$ cat src/rtl/num_codec_pkg.sv
// Shared constants and state encoding for the digit<->seconds codec pair.
// The decoder imports the same limits so both sides agree on digit ranges.
package num_codec_pkg;

   localparam int NUM_W = 8;
   localparam int DIG_W = 4;
   localparam int POS_W = 2;

   localparam logic [DIG_W-1:0] MAX_MIN     = 4'd3;
   localparam logic [DIG_W-1:0] MAX_TEN     = 4'd5;
   localparam logic [DIG_W-1:0] MAX_ONE     = 4'd9;
   localparam logic [NUM_W-1:0] SEC_PER_MIN = 8'd60;
   localparam logic [NUM_W-1:0] SEC_PER_TEN = 8'd10;

   typedef enum logic [2:0] {
      S_MIN   = 3'd0,
      S_TEN   = 3'd1,
      S_ONE   = 3'd2,
      S_CALC1 = 3'd3,
      S_CALC2 = 3'd4
   } state_t;

   // Largest digit legal in the given entry position; unused outside entry.
   function automatic logic [DIG_W-1:0] digit_max(input state_t s);
      case (s)
         S_MIN:   digit_max = MAX_MIN;
         S_TEN:   digit_max = MAX_TEN;
         S_ONE:   digit_max = MAX_ONE;
         default: digit_max = '0;
      endcase
   endfunction

endpackage

$ cat src/rtl/num_encoder_if.sv
// Digit-entry / result bus between the keypad logic and the encoder.
interface num_encoder_if;
   import num_codec_pkg::*;

   logic [DIG_W-1:0] digit_in;
   logic             digit_valid;
   logic             clear;
   logic [NUM_W-1:0] num;
   logic             num_valid;
   logic             err;
   logic             busy;
   logic [POS_W-1:0] pos;

   modport master (
      output digit_in, digit_valid, clear,
      input  num, num_valid, err, busy, pos
   );

   modport slave (
      input  digit_in, digit_valid, clear,
      output num, num_valid, err, busy, pos
   );

endinterface

$ cat src/rtl/num_encoder.sv
// Three-digit M:SS entry to total-seconds encoder (0..239), two-cycle
// compute after the ones digit is accepted; result held until next entry.
module num_encoder
   import num_codec_pkg::*;
(
   input logic           clk,
   input logic           rst_n,
   num_encoder_if.slave  bus
);

   state_t state, nxt;

   logic [DIG_W-1:0] min_r, ten_r, one_r;
   logic [NUM_W-1:0] acc_r;
   logic [NUM_W-1:0] num_r;
   logic             num_valid_r;
   logic             err_r;

   logic             entry;
   logic             take;
   logic             in_range;
   logic             accept;
   logic             bad;

   logic [NUM_W-1:0] m_x, t_x, o_x;
   logic [NUM_W-1:0] min_sec, ten_sec;

   assign entry    = (state == S_MIN) || (state == S_TEN) || (state == S_ONE);
   // clear dominates a simultaneous digit: it is neither latched nor flagged.
   assign take     = bus.digit_valid && !bus.clear && entry;
   assign in_range = (bus.digit_in <= digit_max(state));
   assign accept   = take && in_range;
   assign bad      = take && !in_range;

   assign m_x = {{(NUM_W-DIG_W){1'b0}}, min_r};
   assign t_x = {{(NUM_W-DIG_W){1'b0}}, ten_r};
   assign o_x = {{(NUM_W-DIG_W){1'b0}}, one_r};

   // x*60 = x*64 - x*4 and x*10 = x*8 + x*2; min_r <= 3 keeps x*64 in 8 bits.
   assign min_sec = (m_x << 6) - (m_x << 2);
   assign ten_sec = (t_x << 3) + (t_x << 1);

   always_ff @(posedge clk or negedge rst_n) begin
      if (!rst_n) state <= S_MIN;
      else        state <= nxt;
   end

   always_comb begin
      nxt = state;
      if (bus.clear) begin
         nxt = S_MIN;
      end else begin
         case (state)
            S_MIN:   if (accept) nxt = S_TEN;
            S_TEN:   if (accept) nxt = S_ONE;
            S_ONE:   if (accept) nxt = S_CALC1;
            S_CALC1: nxt = S_CALC2;
            S_CALC2: nxt = S_MIN;
            default: nxt = S_MIN;
         endcase
      end
   end

   always_comb begin
      bus.busy = 1'b0;
      bus.pos  = 2'd0;
      case (state)
         S_MIN:   bus.pos = 2'd0;
         S_TEN:   bus.pos = 2'd1;
         S_ONE:   bus.pos = 2'd2;
         S_CALC1: begin bus.pos = 2'd3; bus.busy = 1'b1; end
         S_CALC2: begin bus.pos = 2'd3; bus.busy = 1'b1; end
         default: bus.pos = 2'd0;
      endcase
   end

   always_ff @(posedge clk or negedge rst_n) begin
      if (!rst_n) begin
         min_r       <= '0;
         ten_r       <= '0;
         one_r       <= '0;
         acc_r       <= '0;
         num_r       <= '0;
         num_valid_r <= 1'b0;
         err_r       <= 1'b0;
      end else if (bus.clear) begin
         // Abort the partial entry but keep the last published result.
         min_r       <= '0;
         ten_r       <= '0;
         one_r       <= '0;
         acc_r       <= '0;
         num_valid_r <= 1'b0;
         err_r       <= 1'b0;
      end else begin
         err_r       <= bad;
         num_valid_r <= 1'b0;
         if (accept) begin
            case (state)
               S_MIN:   min_r <= bus.digit_in;
               S_TEN:   ten_r <= bus.digit_in;
               S_ONE:   one_r <= bus.digit_in;
               default: ;
            endcase
         end
         if (state == S_CALC1) acc_r <= min_sec + ten_sec;
         if (state == S_CALC2) begin
            num_r       <= acc_r + o_x;
            num_valid_r <= 1'b1;
         end
      end
   end

   assign bus.num       = num_r;
   assign bus.num_valid = num_valid_r;
   assign bus.err       = err_r;

endmodule

$ cat src/flat_wrapper.sv
// flat-port wrapper written by rule: the top's interface ports become plain ports
module num_encoder_flat import num_codec_pkg::*;
  (clk, rst_n, bus_digit_in, bus_digit_valid, bus_clear, bus_num, bus_num_valid, bus_err, bus_busy, bus_pos);
  num_encoder_if bus_i ();
  input logic clk;
  input logic rst_n;
  input wire logic [$bits(bus_i.digit_in)-1:0] bus_digit_in;
  input wire logic [$bits(bus_i.digit_valid)-1:0] bus_digit_valid;
  input wire logic [$bits(bus_i.clear)-1:0] bus_clear;
  output wire logic [$bits(bus_i.num)-1:0] bus_num;
  output wire logic [$bits(bus_i.num_valid)-1:0] bus_num_valid;
  output wire logic [$bits(bus_i.err)-1:0] bus_err;
  output wire logic [$bits(bus_i.busy)-1:0] bus_busy;
  output wire logic [$bits(bus_i.pos)-1:0] bus_pos;
  assign bus_i.digit_in = bus_digit_in;
  assign bus_i.digit_valid = bus_digit_valid;
  assign bus_i.clear = bus_clear;
  assign bus_num = bus_i.num;
  assign bus_num_valid = bus_i.num_valid;
  assign bus_err = bus_i.err;
  assign bus_busy = bus_i.busy;
  assign bus_pos = bus_i.pos;
  num_encoder u_core (.clk(clk), .rst_n(rst_n), .bus(bus_i));
endmodule
$ cat config.mk
export PLATFORM = sky130hd
export DESIGN_NAME = num_encoder_flat
export DESIGN_NICKNAME = d
export VERILOG_FILES = /design/src/rtl/num_codec_pkg.sv /design/src/rtl/num_encoder_if.sv /design/src/rtl/num_encoder.sv /design/src/flat_wrapper.sv
export SDC_FILE = /design/constraint.sdc
export NUM_CORES = 1
export LEC_CHECK = 0
export ABC_CLOCK_PERIOD_IN_PS = 3530
export CORE_UTILIZATION = 25
export CTS_CLUSTER_DIAMETER = 80
export DETAILED_ROUTE_END_ITERATION = 16
export PLACE_DENSITY_LB_ADDON = 0.15
export SLEW_MARGIN = 20
export SYNTH_ARGS = -nofsm -noshare
export SYNTH_HDL_FRONTEND = slang
export SYNTH_SLANG_ARGS = --single-unit
$ cat constraint.sdc
create_clock -name clk -period 3.53 [get_ports clk]
set_input_delay 0.706 -clock clk [delete_from_list [all_inputs] [get_ports clk]]
set_output_delay 0.706 -clock clk [all_outputs]
set_load 0.01 [all_outputs]
After elaboration in Yosys (flattened, before gate mapping). Cells that the tools add are included. Widths: inputs -> output; s select.

Flip-flop bits (word level): 33. Input port bits: 8. Output and inout bits: 13. Word-level logic and storage cells: 63.

$add $sub $neg: 4. Order comparisons: 1. Equal/unequal tests: 7. Muxes and demuxes: 22. Bitwise gates (word level): 1. Reductions and logical operators: 20.

Operator list (count): $mux 4 (9); $mux 8 (2); $mux 3 (4); $pmux 3 s4 (1); $pmux 4 s3 (1); $reduce_bool 2->1 (5); $ne 3x2->1 const B (3); $add 7x5->8 (1); $add 8x4->8 (1); $add 8x8->8 (1); $reduce_and 2->1 (4); $sub 8x6->8 (1); $eq 3x2->1 const B (2); $pmux 2 s3 (1); $le 4x4->1 (1); $logic_and 1x1->1 (4); $mux 1 (4); $eq 3x1->1 const B (1); $eq 3x3->1 const B (1); $logic_not 3->1 (1); $reduce_and 3->1 (1); $logic_not 1->1 (2); $logic_or 1x1->1 (2); $reduce_or 2->1 (1); $not 1->1 (1).

Depth between registers and ports, before layout. Gate-level depths: netlist of run 1.

Depth in word-level cells: 8. Depth in mapped cells: 9. Gate-level depth less buffers: 9.

Worst setup path before layout of run 1. No wires, ideal clock.

Path kind: register -> register. Start point: register u_core.state[2]. End point: register u_core.one_r[0]. Setup time: 0.079 ns. Arrival: 2.106 ns. Data required time: 3.451 ns. Path slack: 1.344 ns. Cell stages (with the launch flop): 9. Path buffers: 1. Clock period less this slack: 2.186 ns. Cell sequence: dfrtp_1 -> buf_4 -> or3b_4 -> ha_1 -> o21ai_1 -> a21oi_1 -> o21ai_4 -> nor3b_4 -> mux2i_1.

Longest elaborated chain between the ends: 7. Elaborated cells on any way between the ends: 12. Classes of those cells: order compare (1); eq/ne (2); mux (1); reduce/logical (8).

Ends and longest elaborated chain: from (decl) (line num_encoder.sv:11) `state_t state, nxt;`; from (signal assigned) (line num_encoder.sv:45) `else state <= nxt;`; branches (longest 6 deep; another with $le 4x4->1); $reduce_and 2->1 (no line) *; to (signal assigned) (line num_encoder.sv:101) `S_ONE: one_r <= bus.digit_in;`; to (decl) (line num_encoder.sv:13) `logic [DIG_W-1:0] min_r, ten_r, one_r;`.

Every way passes the cells marked *. A chain may end at the register's enable or synchronous reset.

Final worst setup path of run 1.
Start point: register u_core.state[0]. End point: output bus_pos[1].

Longest elaborated chain between the ends: 3. Elaborated cells on any way between the ends: 6. Classes of those cells: eq/ne (4); mux (1); reduce/logical (1).

Ends and longest elaborated chain: $eq 3x3->1 or $eq 3x2->1 (tied branches) (line num_encoder.sv:67) `case (state)`; $reduce_or 2->1 (no line); $pmux 2 s3 * (line num_encoder.sv:67); to (decl) (line flat_wrapper.sv:14) `output wire logic [$bits(bus_i.pos)-1:0] bus_pos;`.

Every way passes the cells marked *; elsewhere a longest branch is shown, timed or not.

==> flow_summary.ini, run 1 <==
[status]
status = finished clean

[finish]
drive_gt1_share_pct = 10.0
multi_input_area_um2 = 1090
area_growth_pct = 20.9
n_antenna_cell = 0
regArea_um2 = 801
nNetsFinal = 255
fillCellCount = 815
fin_area_um2 = 2420
fin_util_pct = 31.3

[grt]
grtUsageTotal_pct = 11.1
grt-ovfl-total = 0
grt_pass1_wl_um = 7000
antenna_found_initial = 0
grt_pass1_vias = 1423
grt_max_degree = 33

[worst_setup_path]
crit_fanout = 10
slowest_stage = clkdlybuf4s50_1
cp.arrival_ps = 2030
crit_start = u_core.state[0]
max_stage_delay_ps = 530
start_kind = register
cp_data_required_time_ps = 2820
crit_chain = nand2_1 > nor2_1 > nor2_1 > nand2_1 > clkdlybuf4s50_1
worst_setup_path_end_kind = output port
path_class = reg2out
r2r_start = u_core.state[0]

[sta]
rsz0062_at_grt = no
fmax_mhz = 365
setup_tns_ps = 0
hold_viol_final = 0
worst_pin_slew_ps = 584
period_needed_ps = 2740
setup_viol = 0
max_slew_margin_pct = 61.1
finClkSkew_ps = 9.52
period_share_pct = 77.6
hold_slack_ps = 473
drv_slew = 0

[drt]
vias = 1421
dr.pass1.iters = 4
route.final.wire_length_um = 4030
drc_errors = 0
antenna_left = 0
wl_per_cell_um = 12.2
first_iter_violations = 52
vias_per_cell = 4.29

[cts]
cts_tree = done
htreeDepth = 2
post_cts_resized = 0
insertion_delay_ps = 290
clock_path_buffers = 2
cts_buffers = 5
cts_sinks = 32
postCtsSetupRepairBufs = 0
hold_buffers = 0
clk_pin_slew_ps = 70
clockRootBuffer = clkbuf_8

[place]
gp_congestion = 0.729
numPortBuffers = 20
placed_area_um2 = 2290
dp_hpwl_um = 3110

[run]
drv_cap = 0

[synth]
synth_common_cells = nand2_1 (44), dfrtp_1 (32), ha_1 (16), inv_1 (15)
yosysSeqAreaShare_pct = 40.1
synth_nets = 234
yosys.area.top_type_share_pct = 40.1
yosysWarnings = 0
synthTopCellsByArea = dfrtp_1 (40%), ha_1 (10%), nand2_1 (8.3%)
synthArstFlopShare_pct = 100
yosys.area.top_type = dfrtp_1
yosys_most_used_dff = dfrtp_1
synthCells = 207
synth.most_common_cell = nand2_1
synth.avg_cell_area_um2 = 9.65
synth_cell_types = 44
ys_ff_latch = 32
synth.cell_area_um2 = 2000
synth_edf_count = 0

[power]
p_leak_nw = 1.11
power_density_nw_per_um2 = 399
p_total_mw = 0.965
irDropWorstVdd_mv = 0.141

[floorplanning]
coreArea_um2 = 7730
num_rows = 32
die_area_um2 = 8350
start_util_pct = 25.9
die_h_um = 91.4
die_w_um = 91.4
num_io_pins = 21

[hold_path]
hold_start = u_core.bus.num[0]
hold_path.class = reg2reg
==> flip-flops by register name, indices dropped and copies added (netlist names) <==
| signal | count |
|---|---|
| u_core.acc_r | 7 |
| u_core.bus.err | 1 |
| u_core.bus.num | 8 |
| u_core.bus.num_valid | 1 |
| u_core.min_r | 4 |
| u_core.one_r | 4 |
| u_core.state | 3 |
| u_core.ten_r | 4 |
==> routing by layer <==
layer,vias up,wire length (um),track usage (%)
li1,743,-,-
met1,656,2060,14.4
met2,17,1760,17.1
met3,5,148,3.77
met4,0,59,3.57
met5,-,0,0
==> where the power goes <==
group          switching (mW)  total, mW  leakage (nW)  internal (mW)
Combinational          0.0947      0.182         0.619         0.0872
Clock                   0.142      0.391        0.0645          0.249
Sequential             0.0122      0.392         0.431          0.380
==> worst paths after layout <==
kind	end	slack [ps]	cells past startpoint
max in group asynchronous	u_core.one_r[3]	2410	2
worst max-delay path	bus_pos[1]	790	5
min in group asynchronous	u_core.acc_r[3]	820	2
worst min-delay path	u_core.bus.num[0]	470	2
worst max register to register	u_core.one_r[0]	1160	7
worst min register to register	u_core.bus.num[0]	470	2
==> stage by stage <==
step | setup slack, ps | std cells
after CTS | 734 | 331
after global placement | 993 | 323
after global routing | 548 | 331
after detailed placement | 967 | 323
after floorplan | 1340 | 207
final | 791 | 331
==> layout make-up <==
class | instances | share of cell area [%]
Multi-Input combinational cell | 151 | 45.0
Sequential cell | 32 | 33.1
Timing Repair Buffer | 22 | 8.91
Tap cell | 102 | 5.28
Clock buffer | 7 | 3.99
Inverter | 16 | 2.49
Clock inverter | 1 | 1.24
==> kinds of logic after synthesis <==
kind of cell / after synthesis / synth area share (%)
buffers and inverters: 24 / 5.57
multiplexers: 13 / 6.58
AND/OR/NAND/NOR: 77 / 19.5
XOR/XNOR: 11 / 4.82
adder cells (fa/ha/maj): 19 / 13.0
AO/OA/AOI/OAI: 31 / 10.5
flip-flops: 32 / 40.1
==> layout by cell type, fill, tap and decap left out, types with 2 or more instances in the layout <==
master and count:
inv_1 15, o21ai_2 2, clkdlybuf4s50_1 20, o21ai_1 5
nor2_1 12, a21oi_1 8, o21ai_0 3, nand2b_1 3
a31oi_1 2, nand2_1 44, buf_4 2, nor3_1 3
mux2i_1 12, dfrtp_1 32, ha_1 16, xnor2_1 5
clkbuf_8 7, or3_1 2, fa_1 3, a211oi_1 3
xor2_1 6, a21o_1 2
==> critical path: cells and delay by family, from the launching register on <==
family / cells / cell delay [ps]
buffers and inverters: 1 / 530
DFF: 1 / 510
and+or+nand+nor: 4 / 710
Note: power is estimated with default switching activity, not from simulation.
==> run 2: changes to the inputs <==
- ABC_CLOCK_PERIOD_IN_PS: 3530 -> 2800
- clock period: 3.53 -> 2.8 ns (I/O delays scaled with it)
==> run 2 against run 1 <==
  * Combinational power is 26% higher
  * Largest cell class unchanged
  * Non-clock buffer count is 3 higher
  * Critical path depth is 2 lower
  * Critical endpoint is now bus_pos[0]
==> flow_summary.ini, run 2 (synthesis results as in run 1) <==
[drt]
vias = 1401
drc_errors = 0
route.final.wire_length_um = 3980
first_iter_violations = 48
vias_per_cell = 4.21
antenna_left = 0
dr.pass1.iters = 4
wl_per_cell_um = 12.0

[worst_setup_path]
crit_start = u_core.state[0]
worst_setup_path_end_kind = output port
crit_fanout = 10
path_class = reg2out
start_kind = register
crit_chain = or3b_4 > nand2_1 > clkdlybuf4s50_1
slowest_stage = clkdlybuf4s50_1
cp.arrival_ps = 1860
r2r_start = u_core.state[0]
max_stage_delay_ps = 520
cp_data_required_time_ps = 2240

[sta]
period_needed_ps = 2420
hold_viol_final = 0
drv_slew = 0
worst_pin_slew_ps = 596
setup_ws_ps = 383
setup_viol = 0
setup_tns_ps = 0
period_share_pct = 86.3
fmax_mhz = 414
max_slew_margin_pct = 60.3
finClkSkew_ps = 7.26
rsz0062_at_grt = no

[cts]
cts_tree = done
postCtsSetupRepairBufs = 0
hold_buffers = 0
cts_buffers = 5
clock_path_buffers = 2
post_cts_resized = 0
insertion_delay_ps = 280
cts_sinks = 32
htreeDepth = 2
clockRootBuffer = clkbuf_8
clk_pin_slew_ps = 70

[floorplanning]
num_rows = 32
die_h_um = 91.4
die_area_um2 = 8350
start_util_pct = 25.9
num_io_pins = 21
die_w_um = 91.4
coreArea_um2 = 7730

[power]
power_density_nw_per_um2 = 444
p_int_mw = 0.759
comb_power_share_pct = 21.7
power.share.clock_pct = 31.7
switchingPower_mw = 0.301
p_leak_nw = 1.11
swShare_pct = 28.4
power_frac_seq_pct = 46.6
irDropWorstVdd_mv = 0.146

[finish]
mostFrequentLayoutCells = nand2_1 (44), dfrtp_1 (32), clkdlybuf4s50_1 (20), ha_1 (16), inv_1 (15)
nNetsFinal = 258
drive_gt1_share_pct = 10.4
n_antenna_cell = 0
fillCellCount = 804
area_growth_pct = 19.6
final_common_cell = nand2_1
largest_reg_flops = 8

[place]
pre_cts_slack_ps = 395
gp_congestion = 0.715
dp_hpwl_um = 3050
numPortBuffers = 20

[grt]
grt-ovfl-total = 0
grt_pass1_wl_um = 6980
grtUsageTotal_pct = 10.8
grt_max_degree = 33
grt_pass1_vias = 1419
antenna_found_initial = 0

[run]
drv_cap = 0

[status]
status = finished clean

[hold_path]
hold_path.class = reg2reg
hold_start = u_core.bus.num[0]
==> run 2: changes by cell type in the layout (fill, tap and decap cells not counted) <==
cell / before / now
buf_4: 2 / 5
clkbuf_8: 7 / 5
bufinv_16: 1 / 0
clkbuf_1: 0 / 1
clkinv_2: 0 / 1
==> run 2: worst paths after layout <==
kind / to / slack [ps] / depth (start not counted)
worst max-delay path: bus_pos[0] / 380 / 3
worst min-delay path: u_core.bus.num[0] / 480 / 2
worst max register to register: u_core.one_r[0] / 440 / 7
worst min register to register: u_core.bus.num[0] / 480 / 2
max in group asynchronous: u_core.bus.num_valid / 1810 / 2
min in group asynchronous: u_core.state[0] / 680 / 2
==> run 2: per-stage QoR <==
stage                     area (um2)  cells  util, %  total power, mW  hold WS [ps]
final                           2390    333     30.9             1.06           475
after global placement          2310    326     29.9            0.738           462
after global routing            2390    333     30.9             1.12           509
after CTS                       2390    333     30.9             1.08           484
after floorplan                 2000    207        -            0.664           264
after detailed placement        2310    326     29.9            0.737           468
==> run 2: layout make-up <==
| cell class | instances | area, um2 | share of cell area [%] |
|---|---|---|---|
| well taps | 102 | 128 | 5.34 |
| repair buffers | 25 | 238 | 9.95 |
| clock inverters | 1 | 5.00 | 0.209 |
| flip-flops and latches | 32 | 801 | 33.5 |
| clock buffers | 6 | 72.6 | 3.04 |
| inverters | 16 | 60.1 | 2.51 |
| multi-input cells | 151 | 1090 | 45.4 |
==> run 2: power groups by stage <==
stage	sequential (mW)	combinational (mW)	clock, mW
finish	0.494	0.230	0.336
CTS	0.495	0.234	0.348
global placement	0.503	0.235	0
detailed placement	0.503	0.233	0
floorplan	0.501	0.163	0
global route	0.497	0.260	0.368
==> run 2: worst max-delay path: cells and delay by family (launching register included) <==
kind / cells / cell delay (ps)
buffers and inverters: 1 / 520
flip-flops: 1 / 510
AND/OR/NAND/NOR: 2 / 540
==> run 2: per-layer routing <==
metal	vias up	GRT usage, %	wire length, um
met5	-	0	0
met4	0	3.17	27
met3	2	3.27	103
met2	18	17.0	1810
met1	644	14.2	2040
li1	737	-	-
